`src/rtl/dma_mm2s_ctrl.sv`:
```
// MM2S channel controller: issues 4 KB-safe AXI4 INCR read bursts from the
// source-address/length registers and forwards the read data onto an AXI stream.
module dma_mm2s_ctrl #(
    parameter int unsigned MAX_BURST = 16,
    parameter int unsigned LEN_W     = 26
) (
    input  logic        m_axi_mm2s_aclk,
    input  logic        axi_reset,
    input  logic [31:0] mm2s_dmacr,
    input  logic [31:0] mm2s_sa,
    input  logic [31:0] mm2s_length,
    input  logic        mm2s_length_wr,
    input  logic        mm2s_dmasr_wr,
    input  logic [31:0] mm2s_dmasr_wdata,
    output logic [31:0] mm2s_dmasr,
    output logic        mm2s_introut,
    output logic [31:0] m_axi_mm2s_araddr,
    output logic [7:0]  m_axi_mm2s_arlen,
    output logic [2:0]  m_axi_mm2s_arsize,
    output logic [1:0]  m_axi_mm2s_arburst,
    output logic [3:0]  m_axi_mm2s_arcache,
    output logic [2:0]  m_axi_mm2s_arprot,
    output logic        m_axi_mm2s_arvalid,
    input  logic        m_axi_mm2s_arready,
    input  logic [31:0] m_axi_mm2s_rdata,
    input  logic [1:0]  m_axi_mm2s_rresp,
    input  logic        m_axi_mm2s_rlast,
    input  logic        m_axi_mm2s_rvalid,
    output logic        m_axi_mm2s_rready,
    output logic [31:0] m_axis_mm2s_tdata,
    output logic [3:0]  m_axis_mm2s_tkeep,
    output logic        m_axis_mm2s_tlast,
    output logic        m_axis_mm2s_tvalid,
    input  logic        m_axis_mm2s_tready
);

    typedef enum logic [2:0] {
        ST_HALT, ST_IDLE, ST_AR, ST_DATA, ST_DRAIN, ST_ERR
    } state_t;

    state_t            state_q, state_d;
    logic [31:0]       addr_q, addr_d;
    logic [1:0]        tail_q, tail_d;
    logic [LEN_W-1:0]  words_q, words_d;
    logic [8:0]        beats_q, beats_d;
    logic              int_err_q, int_err_d;
    logic              slv_err_q, slv_err_d;
    logic              dec_err_q, dec_err_d;
    logic              ioc_irq_q, ioc_irq_d;
    logic              err_irq_q, err_irq_d;
    logic              introut_q, introut_d;

    logic              rs;
    logic [LEN_W-1:0]  len_bytes;
    logic [LEN_W:0]    len_sum;
    logic [12:0]       page_room;
    logic [31:0]       words32, page32, beats32;
    logic [8:0]        burst_beats, arlen_full;
    logic              last_word, r_err, set_ioc, set_err;
    logic              unused_ok;

    assign rs        = mm2s_dmacr[0];
    assign len_bytes = mm2s_length[LEN_W-1:0];
    assign len_sum   = {1'b0, len_bytes} + {{(LEN_W-1){1'b0}}, 2'b11};
    assign page_room = 13'h1000 - {1'b0, addr_q[11:0]};
    assign words32   = 32'(words_q);
    assign page32    = {21'd0, page_room[12:2]};

    // Burst length is the tightest of words left, MAX_BURST and room to the 4 KB page end
    always_comb begin
        beats32 = 32'(MAX_BURST);
        if (page32 < beats32) beats32 = page32;
        if (words32 < beats32) beats32 = words32;
    end

    assign burst_beats = beats32[8:0];
    assign arlen_full  = burst_beats - 9'd1;
    assign last_word   = (words_q == LEN_W'(1));
    assign r_err       = (m_axi_mm2s_rresp != 2'b00);

    assign m_axi_mm2s_araddr  = addr_q;
    assign m_axi_mm2s_arlen   = arlen_full[7:0];
    assign m_axi_mm2s_arsize  = 3'b010;
    assign m_axi_mm2s_arburst = 2'b01;
    assign m_axi_mm2s_arcache = 4'b0011;
    assign m_axi_mm2s_arprot  = 3'b000;
    assign m_axis_mm2s_tdata  = m_axi_mm2s_rdata;

    always_comb begin
        state_d   = state_q;
        addr_d    = addr_q;
        tail_d    = tail_q;
        words_d   = words_q;
        beats_d   = beats_q;
        int_err_d = int_err_q;
        slv_err_d = slv_err_q;
        dec_err_d = dec_err_q;
        set_ioc   = 1'b0;
        set_err   = 1'b0;
        m_axi_mm2s_arvalid = 1'b0;
        m_axi_mm2s_rready  = 1'b0;
        m_axis_mm2s_tvalid = 1'b0;
        m_axis_mm2s_tlast  = 1'b0;
        m_axis_mm2s_tkeep  = 4'hF;

        case (state_q)
            ST_HALT: begin
                if (rs) state_d = ST_IDLE;
            end
            ST_IDLE: begin
                if (!rs) begin
                    state_d = ST_HALT;
                end else if (mm2s_length_wr) begin
                    addr_d  = mm2s_sa;
                    tail_d  = len_bytes[1:0];
                    words_d = {1'b0, len_sum[LEN_W:2]};
                    if (len_bytes == '0 || mm2s_sa[1:0] != 2'b00) begin
                        int_err_d = 1'b1;
                        set_err   = 1'b1;
                        state_d   = ST_ERR;
                    end else begin
                        state_d = ST_AR;
                    end
                end
            end
            ST_AR: begin
                m_axi_mm2s_arvalid = 1'b1;
                if (m_axi_mm2s_arready) begin
                    beats_d = burst_beats;
                    state_d = ST_DATA;
                end
            end
            ST_DATA: begin
                m_axi_mm2s_rready  = m_axis_mm2s_tready;
                m_axis_mm2s_tvalid = m_axi_mm2s_rvalid;
                m_axis_mm2s_tlast  = m_axi_mm2s_rvalid & (last_word | r_err);
                if (last_word) begin
                    case (tail_q)
                        2'd1:    m_axis_mm2s_tkeep = 4'h1;
                        2'd2:    m_axis_mm2s_tkeep = 4'h3;
                        2'd3:    m_axis_mm2s_tkeep = 4'h7;
                        default: m_axis_mm2s_tkeep = 4'hF;
                    endcase
                end
                if (m_axi_mm2s_rvalid && m_axis_mm2s_tready) begin
                    words_d = words_q - LEN_W'(1);
                    if (r_err) begin
                        set_err = 1'b1;
                        if (m_axi_mm2s_rresp == 2'b11) dec_err_d = 1'b1;
                        else                           slv_err_d = 1'b1;
                        state_d = m_axi_mm2s_rlast ? ST_ERR : ST_DRAIN;
                    end else if (m_axi_mm2s_rlast) begin
                        if (last_word) begin
                            set_ioc = 1'b1;
                            state_d = ST_IDLE;
                        end else begin
                            addr_d  = addr_q + {21'd0, beats_q, 2'b00};
                            state_d = rs ? ST_AR : ST_HALT;
                        end
                    end
                end
            end
            ST_DRAIN: begin
                m_axi_mm2s_rready = 1'b1;
                if (m_axi_mm2s_rvalid && m_axi_mm2s_rlast) state_d = ST_ERR;
            end
            ST_ERR: begin
                state_d = ST_ERR;
            end
            default: state_d = ST_HALT;
        endcase

        // A set event in the same cycle wins over a W1C clear
        ioc_irq_d = (ioc_irq_q & ~(mm2s_dmasr_wr & mm2s_dmasr_wdata[12])) | set_ioc;
        err_irq_d = (err_irq_q & ~(mm2s_dmasr_wr & mm2s_dmasr_wdata[14])) | set_err;
        introut_d = (ioc_irq_q & mm2s_dmacr[12]) | (err_irq_q & mm2s_dmacr[14]);
    end

    always_ff @(posedge m_axi_mm2s_aclk or posedge axi_reset) begin
        if (axi_reset) begin
            state_q   <= ST_HALT;
            addr_q    <= '0;
            tail_q    <= '0;
            words_q   <= '0;
            beats_q   <= '0;
            int_err_q <= 1'b0;
            slv_err_q <= 1'b0;
            dec_err_q <= 1'b0;
            ioc_irq_q <= 1'b0;
            err_irq_q <= 1'b0;
            introut_q <= 1'b0;
        end else begin
            state_q   <= state_d;
            addr_q    <= addr_d;
            tail_q    <= tail_d;
            words_q   <= words_d;
            beats_q   <= beats_d;
            int_err_q <= int_err_d;
            slv_err_q <= slv_err_d;
            dec_err_q <= dec_err_d;
            ioc_irq_q <= ioc_irq_d;
            err_irq_q <= err_irq_d;
            introut_q <= introut_d;
        end
    end

    assign mm2s_dmasr = {17'd0, err_irq_q, 1'b0, ioc_irq_q, 5'd0, dec_err_q, slv_err_q,
                         int_err_q, 2'b00, (state_q == ST_IDLE),
                         (state_q == ST_HALT) || (state_q == ST_ERR)};
    assign mm2s_introut = introut_q;

    assign unused_ok = ^{mm2s_dmacr, mm2s_length, mm2s_dmasr_wdata, beats32,
                         arlen_full, page_room, len_sum};

endmodule
```
`config.mk`:
```
export PLATFORM = sky130hd
export DESIGN_NAME = dma_mm2s_ctrl
export DESIGN_NICKNAME = d
export VERILOG_FILES = /design/src/rtl/dma_mm2s_ctrl.sv
export SDC_FILE = /design/constraint.sdc
export NUM_CORES = 1
export LEC_CHECK = 0
export BUFFER_PORTS_ARGS = -buffer_cell sky130_fd_sc_hd__buf_2
export CORE_ASPECT_RATIO = 0.75
export CORE_MARGIN = 3
export CORE_UTILIZATION = 48
export CTS_CLUSTER_DIAMETER = 150
export CTS_CLUSTER_SIZE = 30
export DETAILED_ROUTE_END_ITERATION = 10
export PLACE_DENSITY_LB_ADDON = 0.12
export SLEW_MARGIN = 15
export SYNTH_ARGS = -nofsm -noshare
export SYNTH_HDL_FRONTEND = slang
export SYNTH_SLANG_ARGS = --single-unit
```
`constraint.sdc`:
```
create_clock -name m_axi_mm2s_aclk -period 4.9 [get_ports m_axi_mm2s_aclk]
set_input_delay 0.245 -clock m_axi_mm2s_aclk [delete_from_list [all_inputs] [get_ports m_axi_mm2s_aclk]]
set_output_delay 0.245 -clock m_axi_mm2s_aclk [all_outputs]
set_load 0.05 [all_outputs]
```
==> results of run 1 <==
flip-flops by register name, indices dropped and copies added, names as in the netlist:
register / flops
err_irq_q: 1
tail_q: 2
slv_err_q: 1
int_err_q: 1
m_axi_mm2s_araddr: 32
beats_q: 9
words_q: 26
ioc_irq_q: 1
dec_err_q: 1
state_q: 3
mm2s_introut: 1
cells by family (layout without fill, tap and decap cells):
logic type,Yosys count,count (layout),synth area share [%]
adders and majority gates,26,26,5.16
buffers and inverters,135,176,12.8
xor gates and xnor gates,33,33,4.48
and+or+nand+nor,301,301,22.6
other,2,44,0.116
AOI/OAI and AO/OA,229,229,23.0
muxes,9,9,1.65
DFF,78,78,30.3
worst max-delay path, stage by stage, from the launching register on:
cell      delay (ns)
dfrtp_1         0.43
or4_4           0.59
or2_2           0.32
nand2_1         0.08
nand3b_1        0.10
ha_1            0.32
a211oi_1        0.30
nor2b_1         0.18
a311oi_1        0.06
a2111o_1        0.49
mux2_4          0.35
ha_1            0.27
nand2_1         0.09
xnor2_1         0.11
nor2_1          0.06
a21oi_2         0.09
clkbuf_4        0.23
stage by stage:
stage               setup WS [ns]  cell area [µm²]  total power [W]  utilization, %
floorplan                  0.0327             6610         0.000852               -
global placement            0.506             6790         0.000809            52.0
detailed placement          0.416             6790         0.000812            52.0
CTS                        0.0177             7110          0.00155            54.4
global route            -0.000366             7130          0.00159            54.6
finish                      0.211             7130          0.00153            54.6
routing by layer:
metal / vias up / wire length (µm)
met2: 279 / 8290
met5: - / 0
met3: 37 / 1350
met4: 0 / 380
li1: 3006 / -
met1: 3042 / 8790
cell usage in the layout, fill, tap and decap left out, drive strengths merged, types with 7 or more instances in the layout:
master,synthesis,routed
ha,25,25
nor2,60,60
a21oi,54,54
dfrtp,78,78
nand2,99,99
xor2,14,14
o22ai,13,13
xnor2,19,19
a21o,7,7
conb,2,44
o211ai,8,8
buf,87,136
nand4,14,14
clkbuf,25,13
a211oi,11,11
a311oi,8,8
and3,14,14
a31oi,9,9
nand3,26,26
o21ai,64,64
nor3,33,33
o31ai,7,7
nor4,13,13
inv,23,23
or3,7,7
repair_timing:
item	4_1_cts	5_1_grt
setup buffers	0	2
gates resized for setup	0	3
setup endpoints to repair	0	3
final cells by class:
type	instances	area, µm²	share of cell area, %
clock buffers	12	246	3.46
clock inverters	4	70.1	0.983
inverters	23	86.3	1.21
multi-input cells	642	3840	54.0
flip-flops and latches	78	1950	27.4
well taps	171	214	3.00
repair buffers	137	713	10.0
worst paths after layout:
kind / to / slack [ns] / depth (start not counted)
min in group m_axi_mm2s_aclk: mm2s_introut / 0.11 / 2
worst max register to register: beats_q[2] / 1.28 / 12
worst min-delay path: m_axi_mm2s_araddr[17] / 0.02 / 2
max in group asynchronous: words_q[4] / 3.76 / 3
worst min register to register: slv_err_q / 0.46 / 1
worst max-delay path: m_axi_mm2s_arlen[4] / 0.21 / 16
power groups by stage:
stage / sequential [W] / clock (W) / combinational [W]
after floorplan: 0.000656 / 0 / 0.000196
after global placement: 0.000656 / 0 / 0.000153
after detailed placement: 0.000656 / 0 / 0.000156
after CTS: 0.000644 / 0.000746 / 0.000156
after global routing: 0.000644 / 0.000776 / 0.000169
final: 0.000644 / 0.000734 / 0.000157
==> impl_metrics.tcl, run 1 <==
set metrics [dict create \
    power_switching_w 0.000394 \
    wl_per_cell_um 17.6 \
    io_pins 295 \
    synth-seq-cells 78 \
    layout.nets 1087 \
    path_clk_slew_ns 0.06 \
    postCtsHoldBufs 0 \
    io_buffers 127 \
    met2_usage_pct 37.6 \
    p_int_w 0.00114 \
    status "complete, no violations" \
    p_leak_nw 3.33 \
    track_usage_pct 24.6 \
    syn_inst 813 \
    yosysUniqueCellTypes 70 \
    synth_flop_cell "dfrtp_1" \
    synth_area_leaders "dfrtp_1 (30%), buf_4 (8.7%), nand2_1 (5.8%)" \
    startpoint_type "register" \
    root_buffer "clkbuf_16" \
    syn_area_um2 6450 \
    cts_made_buffers 9 \
    core_area_um2 13100 \
    critPathLaunch "m_axi_mm2s_araddr[0]" \
    dr.first_iter.drc_count 514 \
    rows 36 \
    maxSlewHeadroom_pct 27.2 \
    seq_area_frac_synth_pct 30.3 \
    die_w_um 140 \
    setup_tns_ns 0 \
    dr.pass1.iters 5 \
    yosysTopAreaCellShare_pct 30.3 \
    die_h_um 106 \
    yosys_warnings 0 \
    areaGrowthSynthToFinish_pct 10.5 \
    final_cells 1067 \
    hpwl_mm 13.9 \
    synth_top_area_cell "dfrtp_1" \
    cts_buffer_depth 2 \
    viasPerCell 5.96 \
    async_reset_ff_share_pct 100 \
    crit_path_end_kind "output port" \
    r2r-start "m_axi_mm2s_araddr[0]" \
    first_global_vias 5814 \
    finalHoldWorstSlack_ns 0.0155 \
    worstSetupPathType "register to output port" \
    routed_wirelength_mm 18.8 \
    grt_pass1_wl_mm 29.7 \
    synthTopCellsByCount "nand2_1 (99), dfrtp_1 (78), buf_4 (75)" \
    drive_gt1_share_pct 18.6 \
    use_met3_pct 5.44 \
    h-tree-depth 3 \
    synth.most_common_cell "nand2_1" \
    cp.arrival_ns 4.44 \
    finalSetupViolations 0 \
    grt_overflow_total 0 \
    synth_edf_count 0 \
    worst_pin_slew_ns 1.08 \
    required_ns 4.66 \
    p_sw_share_pct 25.7 \
    drtAntennaViolNets 0 \
    grt_max_degree 63 \
    drv_cap 0 \
    layout_min_cycle_time_ns 4.69 \
    routabilityCongestion 0.917 \
    p_per_area_nw_per_um2 215 \
    grt.busiest_layer "met2" \
    hold_violations 0 \
    grt_util_met1_pct 35.2 \
    vias 6364 \
    drc 0 \
    n_antenna_cell 0 \
    dieArea_um2 14900 \
    nFillCells 1233 \
    final-max-slew-violation-count 0 \
    critPathMaxFanout 5 \
    combPwrFrac_pct 10.2 \
    seq_power_share_pct 42.0 \
    cts_tree "built" \
    clkSinkCount 78 \
    floorplan.initialDensity_pct 49.4 \
    dp_cells 1049 \
    fmax_mhz 213 \
    antenna_found_initial 0 \
    ir_worst_vdd_mv 0.190 \
    clk_latency_ns 0.35 \
    synth_area_per_cell_um2 7.93 \
    hp-class "input port to async pin" \
    clkPwrFrac_pct 47.8 \
    fin_crit_sh_pct 95.7 \
    skew_ns 0.00814 \
]
Power figures use the tool's default switching activity.
==> inputs of run 2 (changes only) <==
--- a/config.mk
+++ b/config.mk
@@ -8,7 +8,7 @@
 export BUFFER_PORTS_ARGS = -buffer_cell sky130_fd_sc_hd__buf_2
 export CORE_ASPECT_RATIO = 0.75
 export CORE_MARGIN = 3
-export CORE_UTILIZATION = 48
+export CORE_UTILIZATION = 44
 export CTS_CLUSTER_DIAMETER = 150
 export CTS_CLUSTER_SIZE = 30
 export DETAILED_ROUTE_END_ITERATION = 10
==> constraint.sdc (replaced) <==
create_clock -name m_axi_mm2s_aclk -period 4 [get_ports m_axi_mm2s_aclk]
set_input_delay 0.2 -clock m_axi_mm2s_aclk [delete_from_list [all_inputs] [get_ports m_axi_mm2s_aclk]]
set_output_delay 0.2 -clock m_axi_mm2s_aclk [all_outputs]
set_load 0.05 [all_outputs]
==> run 2 against run 1 <==
Effect of this change: the flow now finishes with violations (setup timing); combinational power up 23%; non-clock buffer count rose by 18; sequential share of layout area down 1.1 points; via count up 1.1%; worst hold slack better by 0.061 ns; global-route usage shrank 1.7 points; critical path depth stayed put; worst setup slack lost 0.46 ns; highest routed layer unchanged.
==> impl_metrics.tcl, run 2 (synthesis gave the netlist of run 1 again) <==
set metrics [dict create \
    viasPerCell 5.80 \
    cts_tree "built" \
    startpoint_type "register" \
    cts_made_buffers 9 \
    rows 37 \
    drv_cap 0 \
    dr.first_iter.drc_count 574 \
    n_antenna_cell 0 \
    layout_common_cells "buf_2 (119), nand2_1 (98), dfrtp_1 (74)" \
    p_per_area_nw_per_um2 246 \
    setup_tns_ns -0.634 \
    dr.pass1.iters 8 \
    die_h_um 111 \
    grt_overflow_total 0 \
    h-tree-depth 3 \
    violations "setup timing" \
    dieArea_um2 16200 \
    critPathMaxFanout 5 \
    io_pins 295 \
    core_area_um2 14000 \
    nFillCells 1366 \
    first_global_vias 5988 \
    p_total_w 0.00183 \
    final_area_um2 7450 \
    wl_per_cell_um 17.2 \
    finalSetupViolations 3 \
    hpwl_mm 14.3 \
    drc 0 \
    cp.arrival_ns 4.05 \
    largest_reg_flops 32 \
    layout_min_cycle_time_ns 4.25 \
    crit_top_cell "ha_4" \
    maxSlewHeadroom_pct 37.9 \
    hp-class "input port to register" \
    io_buffers 127 \
    root_buffer "clkbuf_16" \
    fmax_mhz 235 \
    worst_slack_ns -0.250 \
    multi_input_area_um2 3950 \
    p_leak_nw 3.44 \
    clkSinkCount 78 \
    drive_gt1_share_pct 21.9 \
    routed_wirelength_mm 19.1 \
    cpMaxStageDelayCell "or4_4" \
    ir_worst_vdd_mv 0.202 \
    grt_max_degree 58 \
    seq_area_um2 1960 \
    fin_crit_sh_pct 106 \
    die_w_um 146 \
    layout.nets 1105 \
    drtAntennaViolNets 0 \
    areaGrowthSynthToFinish_pct 15.6 \
    floorplan.initialDensity_pct 46.0 \
    final-max-slew-violation-count 0 \
    post_dp_cell_area_um2 7000 \
    antenna_found_initial 0 \
    utilization_pct 53.1 \
    worstSetupPathType "register to output port" \
    status "finished with violations" \
    routabilityCongestion 0.908 \
    hold_violations 0 \
    mostFrequentLayoutCell "buf_2" \
    rsz0062_at_grt "yes" \
    path_cells "or4_4 -> or2_4 -> nand2_1 -> nand3b_1 -> ha_4 -> a211oi_2 -> nor3_1 -> o311a_1 -> a2111o_1 -> mux2_4 -> ha_4 -> nand2_2 -> xnor2_1 -> nor2_1 -> a21oi_4 -> buf_8" \
    worst_pin_slew_ns 0.931 \
    crit_path_end_kind "output port" \
    vias 6434 \
    track_usage_pct 22.9 \
    path_clk_slew_ns 0.06 \
    cts_buffer_depth 2 \
    required_ns 3.80 \
    skew_ns 0.0116 \
    slowest_delay_ns 0.55 \
    clk_latency_ns 0.34 \
    grt_pass1_wl_mm 30.8 \
]
-- run 2: cell count changes in the layout (fill, tap and decap cells not counted), sizes merged --
cell	previous run	this run
buf	136	154
bufinv	2	1
dlygate4sd3	0	1
-- run 2: repair_timing --
item,in CTS,in global routing
hold buffers,1,0
setup buffers,4,2
gates resized for setup,17,12
hold endpoints to repair,21,0
setup endpoints to repair,5,8
pin swaps,8,10
-- run 2: per-stage QoR --
stage	cells	hold slack, ns	worst slack [ns]
2_1_floorplan	855	0.305	-0.167
3_3_place_gp	1087	0.257	0.0493
3_5_place_dp	1087	0.258	-0.0343
4_1_cts	1108	0.0689	-0.342
5_1_grt	1109	0.0891	-0.416
6_report	1109	0.0765	-0.250
-- run 2: worst max-delay path: cells and delay by family (launching register included) --
family | cells | cell delay (ns)
buf+inv | 1 | 0.16
mux | 1 | 0.35
flops | 1 | 0.40
simple gates | 7 | 1.21
xor+xnor | 1 | 0.11
fa+ha+maj | 2 | 0.48
compound gates | 4 | 1.00
-- run 2: layer usage --
| layer | share of wire, % | up-vias | global-route usage [%] |
|---|---|---|---|
| li1 | - | 3035 | - |
| met1 | 48 | 3061 | 34.8 |
| met2 | 43 | 298 | 33.0 |
| met3 | 7.6 | 40 | 4.70 |
| met4 | 1.2 | 0 | 5.57 |
| met5 | 0 | - | 0 |
-- run 2: final cells by class --
type / count / area share (%)
multi-input combinational: 642 / 53.0
sequential: 78 / 26.3
timing repair buffer: 155 / 12.2
clock buffer: 13 / 3.49
tap: 195 / 3.27
inverter: 23 / 1.19
clock inverter: 3 / 0.588
-- run 2: power by group --
part	switching [W]	leakage (nW)	internal, W
combinational	0.000146	2.26	0.0000469
clock	0.000334	0.150	0.000518
sequential	0.00000000000110	1.04	0.000789
total	0.000480	3.44	0.00135
-- run 2: final timing paths --
path                                              to  cells after the start            startpoint  slack, ns
worst max register to register            beats_q[2]                     13  m_axi_mm2s_araddr[0]       0.51
worst min-delay path            m_axi_mm2s_araddr[0]                      3            mm2s_sa[0]       0.08
worst min register to register             dec_err_q                      1             dec_err_q       0.46
worst max-delay path             m_axi_mm2s_arlen[4]                     16  m_axi_mm2s_araddr[0]      -0.25
min in group asynchronous                  slv_err_q                      3             axi_reset       0.43
max in group asynchronous       m_axi_mm2s_araddr[1]                      4             axi_reset       2.37
==> inputs of run 3 (changes only) <==
--- a/config.mk
+++ b/config.mk
@@ -8,7 +8,8 @@
 export BUFFER_PORTS_ARGS = -buffer_cell sky130_fd_sc_hd__buf_2
 export CORE_ASPECT_RATIO = 0.75
 export CORE_MARGIN = 3
-export CORE_UTILIZATION = 44
+export CORE_UTILIZATION = 45
+export CTS_BUF_LIST = sky130_fd_sc_hd__clkbuf_8
 export CTS_CLUSTER_DIAMETER = 150
 export CTS_CLUSTER_SIZE = 30
 export DETAILED_ROUTE_END_ITERATION = 10
==> run 3 against run 2 <==
Effect of this change: the flow still finishes with violations (setup timing); cell area fell by 2.1%; via count fell by 0.70%; register-to-register slack improved by 0.03 ns; non-clock buffer count fell by 1; combinational power barely moved; clock power fell by 23%; critical path depth did not move; power fell by 11%; global-route usage rose by 0.95 points; sequential power barely moved; critical endpoint unchanged; largest cell class unchanged; largest power group is now sequential cells.
==> impl_metrics.tcl, run 3 (synthesis gave the netlist of run 1 again) <==
set metrics [dict create \
    largest_reg_flops 32 \
    drv_cap 0 \
    path_clk_slew_ns 0.09 \
    r2r-end "beats_q[3]" \
    clkSinkCount 78 \
    areaGrowthSynthToFinish_pct 13.2 \
    grt_overflow_total 0 \
    first_global_vias 5827 \
    r2r_slack_ns 0.54 \
    cts_tree "built" \
    routed_wirelength_mm 18.8 \
    finalSetupViolations 3 \
    crit_path_end "m_axi_mm2s_arlen[4]" \
    clk_latency_ns 0.36 \
    worstSetupPathType "register to output port" \
    multi_input_area_um2 3940 \
    drc 0 \
    fmax_mhz 238 \
    p_int_w 0.00118 \
    grt_max_degree 43 \
    dr.first_iter.drc_count 644 \
    power_switching_w 0.000457 \
    startpoint_type "register" \
    crit_path_end_kind "output port" \
    n_antenna_cell 0 \
    postCtsHoldBufs 0 \
    hpwl_mm 14.2 \
    die_h_um 110 \
    die_w_um 144 \
    skew_ns 0.0162 \
    seq_area_um2 1960 \
    grt_pass1_wl_mm 30.0 \
    status "finished with violations" \
    layout_common_cells "buf_2 (121), nand2_1 (97), dfrtp_1 (74)" \
    critPathMaxFanout 5 \
    final-max-slew-violation-count 0 \
    wl_per_cell_um 17.3 \
    p_leak_nw 3.40 \
    p_per_area_nw_per_um2 225 \
    setup_tns_ns -0.479 \
    layout_min_cycle_time_ns 4.20 \
    ir_worst_vdd_mv 0.217 \
    r2r_cells 13 \
    root_buffer "clkbuf_8" \
    utilization_pct 52.7 \
    finalHoldWorstSlack_ns 0.0417 \
    worst_slack_ns -0.202 \
    layout.nets 1104 \
    dieArea_um2 15800 \
    dp_cells 1068 \
    mostFrequentLayoutCell "buf_2" \
    antenna_found_initial 1 \
    dr.pass1.iters 5 \
    hp-class "input port to async pin" \
    h-tree-depth 3 \
    critPathLaunch "m_axi_mm2s_araddr[2]" \
    rsz0062_at_grt "yes" \
    track_usage_pct 23.8 \
    combPwrFrac_pct 11.8 \
    drive_gt1_share_pct 22.3 \
    hold_violations 0 \
    core_area_um2 13800 \
    floorplan.initialDensity_pct 46.6 \
    io_buffers 127 \
    io_pins 295 \
    r2r-start "m_axi_mm2s_araddr[2]" \
    p_sw_share_pct 27.8 \
    fin_crit_sh_pct 105 \
    maxSlewHeadroom_pct 36.1 \
    required_ns 3.80 \
    vias 6389 \
    drtAntennaViolNets 0 \
    final_cells 1088 \
    seq_power_share_pct 48.0 \
    rows 37 \
    cts_made_buffers 9 \
    nFillCells 1353 \
    clkPwrFrac_pct 40.2 \
    routabilityCongestion 0.889 \
    cp.arrival_ns 4.00 \
    worst_pin_slew_ns 0.958 \
    pre_cts_slack_ns -0.0146 \
    cts_buffer_depth 2 \
    violations "setup timing" \
    viasPerCell 5.87 \
]
run 3: critical path: stages, from the launching register on:
cell,delay (ns)
dfrtp_2,0.41
or4_4,0.55
or2_4,0.27
nand2_2,0.05
nand3b_1,0.13
ha_4,0.27
a211oi_2,0.17
nor3_1,0.06
o311a_1,0.28
a2111o_1,0.36
mux2_4,0.35
ha_4,0.18
nand2_2,0.08
xnor2_2,0.12
nor2_2,0.07
a21oi_4,0.11
buf_6,0.17
run 3: routing by layer:
| layer | global-route usage [%] | part of all wire [%] |
|---|---|---|
| met4 | 6.06 | 1.5 |
| met1 | 35.4 | 48 |
| met5 | 0 | 0.069 |
| met3 | 4.35 | 7.5 |
| met2 | 35.8 | 43 |
run 3: worst min-delay path by stage:
stage                                  endpoint  slack (ns)  cells past startpoint
after floorplan            m_axi_mm2s_araddr[0]        0.31                      2
after global placement    m_axis_mm2s_tdata[11]        0.40                      0
after detailed placement  m_axis_mm2s_tdata[11]        0.40                      0
after CTS                          mm2s_introut        0.03                      2
after global routing               mm2s_introut        0.04                      2
final                                 dec_err_q        0.04                      2
run 3: layout make-up:
cell class              instances  share of cell area (%)
clock buffers                   9                    1.70
multi-input cells             642                    54.0
inverters                      23                    1.18
clock inverters                 7                    1.23
flip-flops and latches         78                    26.8
well taps                     175                    3.00
repair buffers                154                    12.1
run 3: power groups by stage:
stage / registers, W / logic (W) / clock network, W
floorplan: 0.000804 / 0.000240 / 0
global placement: 0.000803 / 0.000189 / 0
detailed placement: 0.000803 / 0.000192 / 0
CTS: 0.000788 / 0.000193 / 0.000679
global route: 0.000788 / 0.000211 / 0.000713
finish: 0.000788 / 0.000193 / 0.000659
run 3: stage by stage:
stage	instance area, µm²	total power, W
floorplan	6690	0.00104
global placement	6990	0.000993
CTS	7280	0.00166
global route	7300	0.00171
finish	7300	0.00164
detailed placement	6990	0.000996
run 3: repair_timing:
action,in CTS,in global routing
resized for setup,14,8
pin swaps,13,1
buffers inserted,5,0
endpoints found under the setup margin,6,8
